**src/rtl/ofs_plat_shim_ccip_c0_rd_arb.sv**
```systemverilog
// CCI-P c0 read-request arbiter: shares one c0 read channel among N_REQ
// requesters. Requests are granted round-robin when the FIU is not almost
// full and a tag is free. The requester's mdata is replaced with an internal
// tag on the way out. On the way back, the tag finds the owner and the
// original mdata.
module ofs_plat_shim_ccip_c0_rd_arb #(
    parameter int N_REQ      = 4,
    parameter int MAX_ACTIVE = 64,
    parameter int TAG_W      = $clog2(MAX_ACTIVE)
) (
    input  logic                clk,
    input  logic                reset_n,
    input  logic [N_REQ-1:0]    req_valid,
    output logic [N_REQ-1:0]    req_ready,
    input  logic [N_REQ*42-1:0] req_addr,
    input  logic [N_REQ*16-1:0] req_mdata,
    output logic                c0_tx_valid,
    output logic [41:0]         c0_tx_addr,
    output logic [15:0]         c0_tx_mdata,
    input  logic                c0_tx_almfull,
    input  logic                c0_rx_valid,
    input  logic [15:0]         c0_rx_mdata,
    input  logic [511:0]        c0_rx_data,
    output logic [N_REQ-1:0]    rsp_valid,
    output logic [15:0]         rsp_mdata,
    output logic [511:0]        rsp_data,
    output logic                idle,
    output logic                tag_error
);

    localparam int IDX_W = $clog2(N_REQ);
    localparam int CNT_W = TAG_W + 1;
    localparam logic [CNT_W-1:0] FULL_CNT = CNT_W'(MAX_ACTIVE);
    localparam logic [TAG_W-1:0] LAST_TAG = TAG_W'(MAX_ACTIVE - 1);
    localparam logic [IDX_W-1:0] LAST_IDX = IDX_W'(N_REQ - 1);

    typedef enum logic [0:0] {
        ST_INIT = 1'b0,
        ST_RUN  = 1'b1
    } state_t;

    // Requester index -> one-hot strobe vector
    function automatic logic [N_REQ-1:0] idx_onehot(input logic [IDX_W-1:0] idx);
        logic [N_REQ-1:0] oh;
        oh = '0;
        for (int i = 0; i < N_REQ; i++) begin
            if (IDX_W'(i) == idx) begin
                oh[i] = 1'b1;
            end else begin
                oh[i] = 1'b0;
            end
        end
        return oh;
    endfunction

    state_t             state_r, state_nx_s;
    logic [TAG_W-1:0]   init_cnt_r;

    // Free-tag FIFO; pointers wrap naturally since MAX_ACTIVE is a power of 2
    logic [TAG_W-1:0]   fl_mem_r [MAX_ACTIVE];
    logic [TAG_W-1:0]   fl_rd_r, fl_wr_r;
    logic [CNT_W-1:0]   free_cnt_r, free_cnt_nx_s;

    // Per-tag owner table and outstanding flags
    logic [IDX_W-1:0]   tbl_idx_r   [MAX_ACTIVE];
    logic [15:0]        tbl_mdata_r [MAX_ACTIVE];
    logic [MAX_ACTIVE-1:0] busy_r;

    logic [IDX_W-1:0]   rr_r;

    // First response pipeline stage
    logic               rx_valid_r;
    logic [TAG_W-1:0]   rx_tag_r;
    logic [511:0]       rx_data_r;

    logic               hi_hit_s, lo_hit_s, grant_any_s, grant_en_s, accept_s;
    logic [IDX_W-1:0]   hi_idx_s, lo_idx_s, grant_idx_s;
    logic [TAG_W-1:0]   pop_tag_s, push_tag_s;
    logic               push_s, rsp_hit_s, rx_cap_s;
    logic               unused_s;

    // Only the tag bits of the returned mdata carry meaning
    assign unused_s = ^c0_rx_mdata[15:TAG_W];

    // Round-robin search: the lowest valid index at/after rr_r wins, else the lowest below it
    always_comb begin
        hi_hit_s = 1'b0;
        hi_idx_s = '0;
        lo_hit_s = 1'b0;
        lo_idx_s = '0;
        for (int i = N_REQ - 1; i >= 0; i--) begin
            if (req_valid[i] && (IDX_W'(i) >= rr_r)) begin
                hi_hit_s = 1'b1;
                hi_idx_s = IDX_W'(i);
            end else if (req_valid[i]) begin
                lo_hit_s = 1'b1;
                lo_idx_s = IDX_W'(i);
            end else begin
                hi_hit_s = hi_hit_s;
            end
        end
    end

    // Grant gating, accept strobe and free-list/response bookkeeping signals
    always_comb begin
        grant_any_s = hi_hit_s | lo_hit_s;
        grant_idx_s = hi_hit_s ? hi_idx_s : lo_idx_s;
        grant_en_s  = (state_r == ST_RUN) && !c0_tx_almfull && (free_cnt_r != '0);
        accept_s    = grant_en_s && grant_any_s;
        if (accept_s) begin
            req_ready = idx_onehot(grant_idx_s);
        end else begin
            req_ready = '0;
        end
        pop_tag_s  = fl_mem_r[fl_rd_r];
        rsp_hit_s  = rx_valid_r && busy_r[rx_tag_r];
        rx_cap_s   = c0_rx_valid && (state_r == ST_RUN);
        push_s     = (state_r == ST_INIT) || rsp_hit_s;
        if (state_r == ST_INIT) begin
            push_tag_s = init_cnt_r;
        end else begin
            push_tag_s = rx_tag_r;
        end
    end

    // Next free count: a simultaneous push and pop leave it unchanged
    always_comb begin
        free_cnt_nx_s = free_cnt_r;
        case ({push_s, accept_s})
            2'b10:   free_cnt_nx_s = free_cnt_r + CNT_W'(1);
            2'b01:   free_cnt_nx_s = free_cnt_r - CNT_W'(1);
            default: free_cnt_nx_s = free_cnt_r;
        endcase
    end

    // Next state: INIT seeds every tag once, then RUN forever
    always_comb begin
        state_nx_s = state_r;
        case (state_r)
            ST_INIT: begin
                if (init_cnt_r == LAST_TAG) begin
                    state_nx_s = ST_RUN;
                end else begin
                    state_nx_s = ST_INIT;
                end
            end
            ST_RUN:  state_nx_s = ST_RUN;
            default: state_nx_s = ST_INIT;
        endcase
    end

    // Control state, request issue, response pipeline and status outputs
    always_ff @(posedge clk) begin
        if (!reset_n) begin
            state_r     <= ST_INIT;
            init_cnt_r  <= '0;
            fl_rd_r     <= '0;
            fl_wr_r     <= '0;
            free_cnt_r  <= '0;
            rr_r        <= '0;
            busy_r      <= '0;
            rx_valid_r  <= 1'b0;
            rx_tag_r    <= '0;
            rx_data_r   <= '0;
            c0_tx_valid <= 1'b0;
            c0_tx_addr  <= '0;
            c0_tx_mdata <= '0;
            rsp_valid   <= '0;
            rsp_mdata   <= '0;
            rsp_data    <= '0;
            idle        <= 1'b0;
            tag_error   <= 1'b0;
        end else begin
            state_r    <= state_nx_s;
            free_cnt_r <= free_cnt_nx_s;
            if (state_r == ST_INIT) begin
                init_cnt_r <= init_cnt_r + TAG_W'(1);
            end
            if (push_s) begin
                fl_wr_r <= fl_wr_r + TAG_W'(1);
            end
            if (accept_s) begin
                fl_rd_r         <= fl_rd_r + TAG_W'(1);
                rr_r            <= (grant_idx_s == LAST_IDX) ? '0 : grant_idx_s + IDX_W'(1);
                busy_r[pop_tag_s] <= 1'b1;
                c0_tx_addr      <= req_addr[int'(grant_idx_s)*42 +: 42];
                c0_tx_mdata     <= {{(16-TAG_W){1'b0}}, pop_tag_s};
            end
            c0_tx_valid <= accept_s;

            rx_valid_r <= rx_cap_s;
            rx_tag_r   <= c0_rx_mdata[TAG_W-1:0];
            rx_data_r  <= c0_rx_data;

            if (rsp_hit_s) begin
                busy_r[rx_tag_r] <= 1'b0;
                rsp_valid        <= idx_onehot(tbl_idx_r[rx_tag_r]);
                rsp_mdata        <= tbl_mdata_r[rx_tag_r];
                rsp_data         <= rx_data_r;
            end else begin
                rsp_valid <= '0;
            end
            tag_error <= tag_error | (rx_valid_r & ~busy_r[rx_tag_r]);
            idle      <= (state_nx_s == ST_RUN) && (free_cnt_nx_s == FULL_CNT) && !rx_cap_s;
        end
    end

    // Free-list storage and tag owner table (contents are don't-care until written)
    always_ff @(posedge clk) begin
        if (push_s) begin
            fl_mem_r[fl_wr_r] <= push_tag_s;
        end
        if (accept_s) begin
            tbl_idx_r[pop_tag_s]   <= grant_idx_s;
            tbl_mdata_r[pop_tag_s] <= req_mdata[int'(grant_idx_s)*16 +: 16];
        end
    end

endmodule

```
**config.mk**
```make
export PLATFORM = sky130hd
export DESIGN_NAME = ofs_plat_shim_ccip_c0_rd_arb
export DESIGN_NICKNAME = d
export VERILOG_FILES = /design/src/rtl/ofs_plat_shim_ccip_c0_rd_arb.sv
export SDC_FILE = /design/constraint.sdc
export NUM_CORES = 2
export LEC_CHECK = 0
export ABC_CLOCK_PERIOD_IN_PS = 5450
export BUFFER_PORTS_ARGS = -buffer_cell sky130_fd_sc_hd__buf_2
export CAP_MARGIN = 20
export CORE_AREA = 3 3 527 529
export CTS_BUF_LIST = sky130_fd_sc_hd__clkbuf_8
export DETAILED_ROUTE_END_ITERATION = 10
export DIE_AREA = 0 0 530 532
export GPL_ROUTABILITY_DRIVEN = 1
export GPL_TIMING_DRIVEN = 0
export PLACE_DENSITY = 0.59
export SLEW_MARGIN = 15
export SYNTH_ARGS = -nofsm -noshare
export SYNTH_HDL_FRONTEND = slang
export SYNTH_SLANG_ARGS = --single-unit
```
**constraint.sdc**
```tcl
create_clock -name clk -period 5.45 [get_ports clk]
set_input_delay 0 -clock clk [delete_from_list [all_inputs] [get_ports clk]]
set_output_delay 0 -clock clk [all_outputs]
set_load 0.02 [all_outputs]
```
Word level (Yosys, flattened, before mapping)
Memories as Yosys holds them, arrays and structs flattened. A register that Yosys moved wholly into a read port is not among the register bits.
Cells that the tools add are included.
{ "word_totals": {"register_bits": 1178, "ram_bits": 1536, "inputBits": 768, "output_inout_bits": 597, "wordCells": 132, "mem_count": 3} }
{ "mem_list": {"columns": ["memory", "depth", "word_bits", "rd", "rd_clocked_by_memory_dff", "wr", "line_no", "text"], "rows": [
  ["tbl_mdata_r", 64, 16, 1, 1, 1, "66", "logic [15:0] tbl_mdata_r [MAX_ACTIVE];"],
  ["fl_mem_r", 64, 6, 1, 1, 1, "60", "logic [TAG_W-1:0] fl_mem_r [MAX_ACTIVE];"],
  ["tbl_idx_r", 64, 2, 1, 1, 1, "65", "logic [IDX_W-1:0] tbl_idx_r [MAX_ACTIVE];"]
]} }
{ "classes": {"add_sub_neg": 6, "mul": 1, "order_cmp": 8, "n_eq_ne": 11, "n_shift": 2, "n_mux": 55, "n_bitwise": 8, "n_reduce_logical": 21} }
{ "op_table": {"columns": ["cell", "n"], "rows": [
  ["64-bit two-way mux", 3],
  ["168-bit by 9-bit indexed part select with 42-bit output", 1],
  ["64-bit bitwise AND", 1],
  ["64-bit inverter", 1],
  ["64-bit bitwise OR", 1],
  ["64-bit by 7-bit indexed part select with 16-bit output", 1],
  ["1-bit two-way mux", 28],
  ["2-bit two-way mux", 14],
  ["6-bit two-way mux", 4],
  ["6-bit by 1-bit adder with 6-bit output, second input constant", 3],
  ["6-bit by 7-bit less-than comparator with 1-bit output, second input constant", 2],
  ["7-bit case mux with 2 select lines", 1],
  ["1-bit logical AND", 13],
  ["1-bit demux with 6-bit select", 2],
  ["6-bit by 1-bit greater-or-equal comparator with 1-bit output, second input constant", 2],
  ["2-bit equality test, first input constant", 4],
  ["7-bit by 1-bit adder with 7-bit output, second input constant", 1],
  ["7-bit equality test, second input constant", 1],
  ["2-bit by 5-bit multiplier with 7-bit output, second input constant", 1],
  ["7-bit nonzero test", 1],
  ["7-bit by 1-bit subtractor with 7-bit output, second input constant", 1],
  ["1-bit binary-select mux with 6-bit select", 1],
  ["6-bit equality test, second input constant", 1],
  ["1-bit by 2-bit equality test with 1-bit output, first input constant", 2],
  ["other kinds (14)", 22]
]} }

Depth between registers and ports, before layout
{ "depth": {"ltp_word": 16, "depth_mapped": 21, "mapped_depth_nobuf": 15} }

Worst setup path after synthesis
OpenSTA, ideal clock, no wires.
{ "synth_path": {"path_kind": "reg-to-reg", "startpoint": "register rr_r[1]", "endpoint": "memory tbl_mdata_r[0][0], data pin", "setup_ps": 588, "t_arrival_ps": 4942, "path_slack_ps": -81, "path_stages_with_launch": 11, "n_path_buf": 4, "period_less_slack_ps": 5531, "cell_sequence": "dfxtp_1 -> a21oi_1 -> o21a_1 -> o22ai_1 -> clkbuf_1 -> inv_2 -> clkbuf_1 -> clkbuf_1 -> clkbuf_1 -> nand2_1 -> a31oi_1"} }
{ "synth_between": {"elab_chain_len": 11} }
{ "synth_rtl": {"columns": ["item", "line_no", "text"], "rows": [
  ["start, declared", "69", "logic [IDX_W-1:0] rr_r;"],
  ["start signal, assigned", "184", "rr_r <= (grant_idx_s == LAST_IDX) ? '0 : grant_idx_s + IDX_W'(1);"],
  ["2-bit greater-or-equal comparator", "92", "if (req_valid[i] && (IDX_W'(i) >= rr_r)) begin"],
  ["1-bit logical AND", "92", null],
  ["2-bit two-way mux", "92", null],
  ["2-bit two-way mux", "95", "end else if (req_valid[i]) begin"],
  ["2-bit two-way mux", "92", null],
  ["2-bit two-way mux", "95", null],
  ["2-bit two-way mux", "92", null],
  ["2-bit two-way mux", "95", null],
  ["2-bit two-way mux", "92", null],
  ["2-bit two-way mux *", "107", "grant_idx_s = hi_hit_s ? hi_idx_s : lo_idx_s;"],
  ["via grant_idx_s[1]", "77", "logic [IDX_W-1:0] hi_idx_s, lo_idx_s, grant_idx_s;"],
  ["64-bit by 7-bit indexed part select with 16-bit output *", "215", "tbl_mdata_r[pop_tag_s] <= req_mdata[int'(grant_idx_s)*16 +: 16];"],
  ["end, declared", "66", null]
]} }
The timed path passes the listed nets; every way through them passes the cells marked *.

Worst setup path after layout
{ "layout_path": {"startpoint": "register rx_tag_r[2]", "endpoint": "register rsp_mdata[2] (read register of tbl_mdata_r)"} }
{ "layout_between": {"elab_chain_len": 3} }
{ "layout_rtl": {"columns": ["item", "line_no", "text"], "rows": [
  ["start, declared", "73", "logic [TAG_W-1:0] rx_tag_r;"],
  ["start signal, assigned", "192", "rx_tag_r <= c0_rx_mdata[TAG_W-1:0];"],
  ["1-bit binary-select mux with 6-bit select", "116", "rsp_hit_s = rx_valid_r && busy_r[rx_tag_r];"],
  ["1-bit two-way mux (implied by the code)", "116", null],
  ["1-bit logical AND", "116", null],
  ["end, declared", "25", "output logic [15:0] rsp_mdata,"]
]} }
Parallel ways exist; a longest one is shown, timed or not. The select of a mux whose other input is x is not followed.
A chain may end at the register's enable or synchronous reset.

==> flow_summary.ini <==
[drt]
drt_iter0_markers = 11600
dr.pass1.iters = 6
wl_per_cell_um = 40.5
vias = 81100
drcViolationCount = 0
finalWirelength_um = 591000
viasPerCell = 5.56
antenna_left = 0

[clocking]
cts_tree = yes
ctsHtreeMaxLevel = 5
numCtsBuffers = 456
insertion_delay_ps = 1150
clockBufferDepth = 4
clockRootBuffer = clkbuf_8
path_clk_slew_ps = 60
clock_sinks = 2736

[sta]
setup_viol = 11
slew_headroom = 0.127
min_period_ps = 5620
finalWorstSetupSlack_ps = -169
holdWs_ps = 96.6
post-route-period-util = 1.03
slew_violations = 0
fmax_mhz = 178
worst_slew_pin_slew_ps = 1310
finClkSkew_ps = 149
hold_violations = 0

[layout]
fin_nets = 11300
drive_above_1_share = 0.242
post-route-util = 0.490
instances_no_fill = 14600
syn_to_final_growth_pct = 37.9
final_design_area_no_fill_um2 = 134000

[logic_synthesis]
synth_edf_count = 1536
syn_area_per_cell_um2 = 13.3
seq_area_frac_synth = 0.723
synth_flop_cell = edfxtp_1
synth_cells = 7313
async_flop_share = 0
yosysWarnings = 0
syn-cell-area_um2 = 97100
synth_seq_cells = 2736
synth_cell_type_count = 79

[die]
fp.dieW_um = 530
ios = 1365
core_um2 = 273000
initial_core_util = 0.355
fp.dieH_um = 532
num_rows = 192
die-area_um2 = 282000

[power]
leakagePower_nw = 49.6
pwr-share-seq = 0.508
pwr_density_cell_nw_per_um2 = 327
p_comb_frac = 0.078
switching_power_w = 0.0110
intPower_w = 0.0328
irDropWorstVdd_uv = 187
pwr-share-clk = 0.414
p_sw_frac = 0.251

[worst_hold_path]
hp-class = input pin to flop
hold_depth = 6
holdCritStartpoint = req_addr[108]
whs_endpoint = c0_tx_addr[24]

[grt]
grt_max_degree = 76
busiest_layer = met2
use_met2 = 0.615
met3_usage = 0.138
grt_first_pass_wirelength_um = 750000
grt_use_total = 0.405
grt_pass1_vias = 77800
grt_antenna_before_repair = 243
grt-ovfl-total = 0
grtUsageMet1 = 0.469

[setup_path]
r2r_start = rx_tag_r[2]
path_class = flop to flop
startpoint_type = flop
crit_path_end_kind = flop
r2r_end = rsp_mdata[2]
critPathMaxFanout = 10
crit_arrival_ps = 6690
required_ps = 6520
reg2reg_depth = 13
r2r_setup_slack_ps = -170

[status]
run_status = complete, but fails checks
failed_checks = setup timing

[placement]
portBuffers = 1344
hpwlAfterDp_um = 470000
dpl.cell_count = 12400
dp_slack_ps = -2180
postPlaceCellArea_um2 = 112000
gp_congestion = 1.04

[job]
maxCapViolations = 0
cell usage in the layout (no fill, tap or decap), types with 36 or more instances in the layout:
cell,instances
clkbuf_2,36
a221oi_1,118
nand4_1,45
a21oi_1,629
a22o_1,91
mux4_2,143
diode_2,170
clkbuf_8,533
nor2_1,200
nor2_4,67
and3_1,67
buf_1,38
mux2i_1,46
dlygate4sd3_1,1221
clkbuf_1,304
edfxtp_1,1536
o21ai_0,39
a31oi_1,62
clkinv_1,49
dfxtp_1,1197
and2_1,528
nand2_1,1341
inv_1,158
buf_16,77
clkinv_2,63
buf_2,1440
a22oi_1,299
o221a_2,58
a311oi_1,52
area by class of cell:
cell class | instances | area (um2)
fill | 24400 | 140000
sequential | 2736 | 70200
multi-input combinational | 4068 | 25700
timing repair buffer | 2698 | 22000
clock buffer | 533 | 7340
tap | 3589 | 4490
buffer | 504 | 2220
clock inverter | 292 | 1560
antenna | 170 | 425
inverter | 9 | 36.3
stage by stage:
step / TNS, ps / power [W]
2_1_floorplan: 0 / 0.0236
3_3_place_gp: -6403810 / 0.0251
3_5_place_dp: -132060 / 0.0253
4_1_cts: 0 / 0.0438
5_1_grt: -0.335 / 0.0449
6_report: -623 / 0.0438
power by group through the flow:
stage | clock (W) | combinational [W] | sequential, W
floorplan | 0 | 0.000950 | 0.0227
global route | 0.0191 | 0.00347 | 0.0223
CTS | 0.0182 | 0.00332 | 0.0223
detailed placement | 0 | 0.00258 | 0.0227
finish | 0.0181 | 0.00342 | 0.0223
global placement | 0 | 0.00228 | 0.0228
what timing repair did:
item                                    4_1_cts  5_1_grt
pin swaps                                     3        3
setup buffers                                 1        1
endpoints found under the hold margin      1671       64
resized for setup                            50       20
endpoints found under the setup margin      635      225
cloned                                        0        0
hold buffers                               1220        2
worst max-delay path: stages, from the launching register on:
cell and delay, ps:
dfxtp_1 310, buf_2 220, buf_4 260, and3b_1 210
clkbuf_1 640, clkbuf_1 600, clkbuf_1 1020, clkbuf_1 770
a22oi_1 170, a31oi_1 580, nor3_1 140, o21ai_0 250
a21oi_1 180, a21oi_1 210
sequential cells by signal, summed over array words and instances, names as in the netlist, 7 cells and up, named ones only:
name and flops:
busy_r 64, rx_data_r 512, fl_mem_r 384, tbl_mdata_r 1024
rsp_data 512, free_cnt_r 7, c0_tx_addr 42, tbl_idx_r 128
rsp_mdata 16
cells in the mapped netlist (4+ instances only):
| library cell | number | area share |
|---|---|---|
| nor2b_1 | 23 | 0.0015 |
| o21ai_0 | 41 | 0.0021 |
| a31oi_1 | 78 | 0.0050 |
| mux2_2 | 32 | 0.0037 |
| a21oi_1 | 629 | 0.032 |
| mux4_2 | 143 | 0.033 |
| dfxtp_1 | 1200 | 0.25 |
| a221oi_1 | 118 | 0.011 |
| buf_6 | 5 | 0.00058 |
| nor2_1 | 268 | 0.010 |
| o22ai_1 | 12 | 0.00077 |
| a211oi_1 | 5 | 0.00039 |
| a311o_1 | 5 | 0.00052 |
| edfxtp_1 | 1536 | 0.48 |
| buf_2 | 95 | 0.0049 |
| and3_1 | 67 | 0.0043 |
| nand2b_1 | 7 | 0.00045 |
| buf_1 | 50 | 0.0019 |
| or3_1 | 7 | 0.00045 |
| o211ai_1 | 11 | 0.00085 |
| nor3_1 | 13 | 0.00067 |
| a22o_1 | 91 | 0.0082 |
| mux2i_1 | 46 | 0.0047 |
| o221a_2 | 58 | 0.0067 |
| nand3_1 | 22 | 0.0011 |
| nor4_1 | 13 | 0.00084 |
| nand2_1 | 1344 | 0.052 |
| a22oi_1 | 299 | 0.023 |
| o221a_1 | 6 | 0.00070 |
| clkbuf_1 | 348 | 0.013 |
| nand4_1 | 45 | 0.0029 |
| a311oi_1 | 52 | 0.0047 |
| o21a_1 | 4 | 0.00031 |
| xnor2_1 | 5 | 0.00045 |
| inv_1 | 4 | 0.00015 |
| buf_4 | 11 | 0.00085 |
| and2_1 | 528 | 0.034 |
| xor2_1 | 12 | 0.0011 |
| ha_1 | 9 | 0.0012 |
| a221o_1 | 5 | 0.00052 |
| nand2_2 | 8 | 0.00052 |
cells by family (layout without fill, tap and decap cells):
kind of cell,count (synthesis),after routing,share of synthesized area
adder cells (fa/ha/maj),9,9,0.00116
XOR/XNOR,17,17,0.00153
multiplexers,221,221,0.0416
AO/OA/AOI/OAI,1442,1442,0.0997
buffers and inverters,518,4036,0.0221
AND/OR/NAND/NOR,2369,2369,0.111
flip-flops,2736,2736,0.723
other,1,180,0.0000386
worst max-delay path by stage:
stage | slack, ps | startpoint | depth (start not counted) | end
after global placement | -4390 | rr_r[1] | 6 | tbl_mdata_r[4][8]
after detailed placement | -2180 | rx_tag_r[3] | 18 | idle
after CTS | 3 | rr_r[1] | 14 | tbl_mdata_r[25][12]
after global routing | -0.2 | flop | 10 | tbl_mdata_r[20][0]
after floorplan | 850 | rr_r[1] | 10 | tbl_mdata_r[0][0]
final | -170 | rx_tag_r[2] | 13 | rsp_mdata[2]
layer usage:
metal,up-vias,routed length (um)
met5,-,592
met4,98,57200
met3,1590,70300
met2,6082,258000
met1,40100,205000
li1,33300,-
Note: power is estimated with default switching activity, not from simulation.
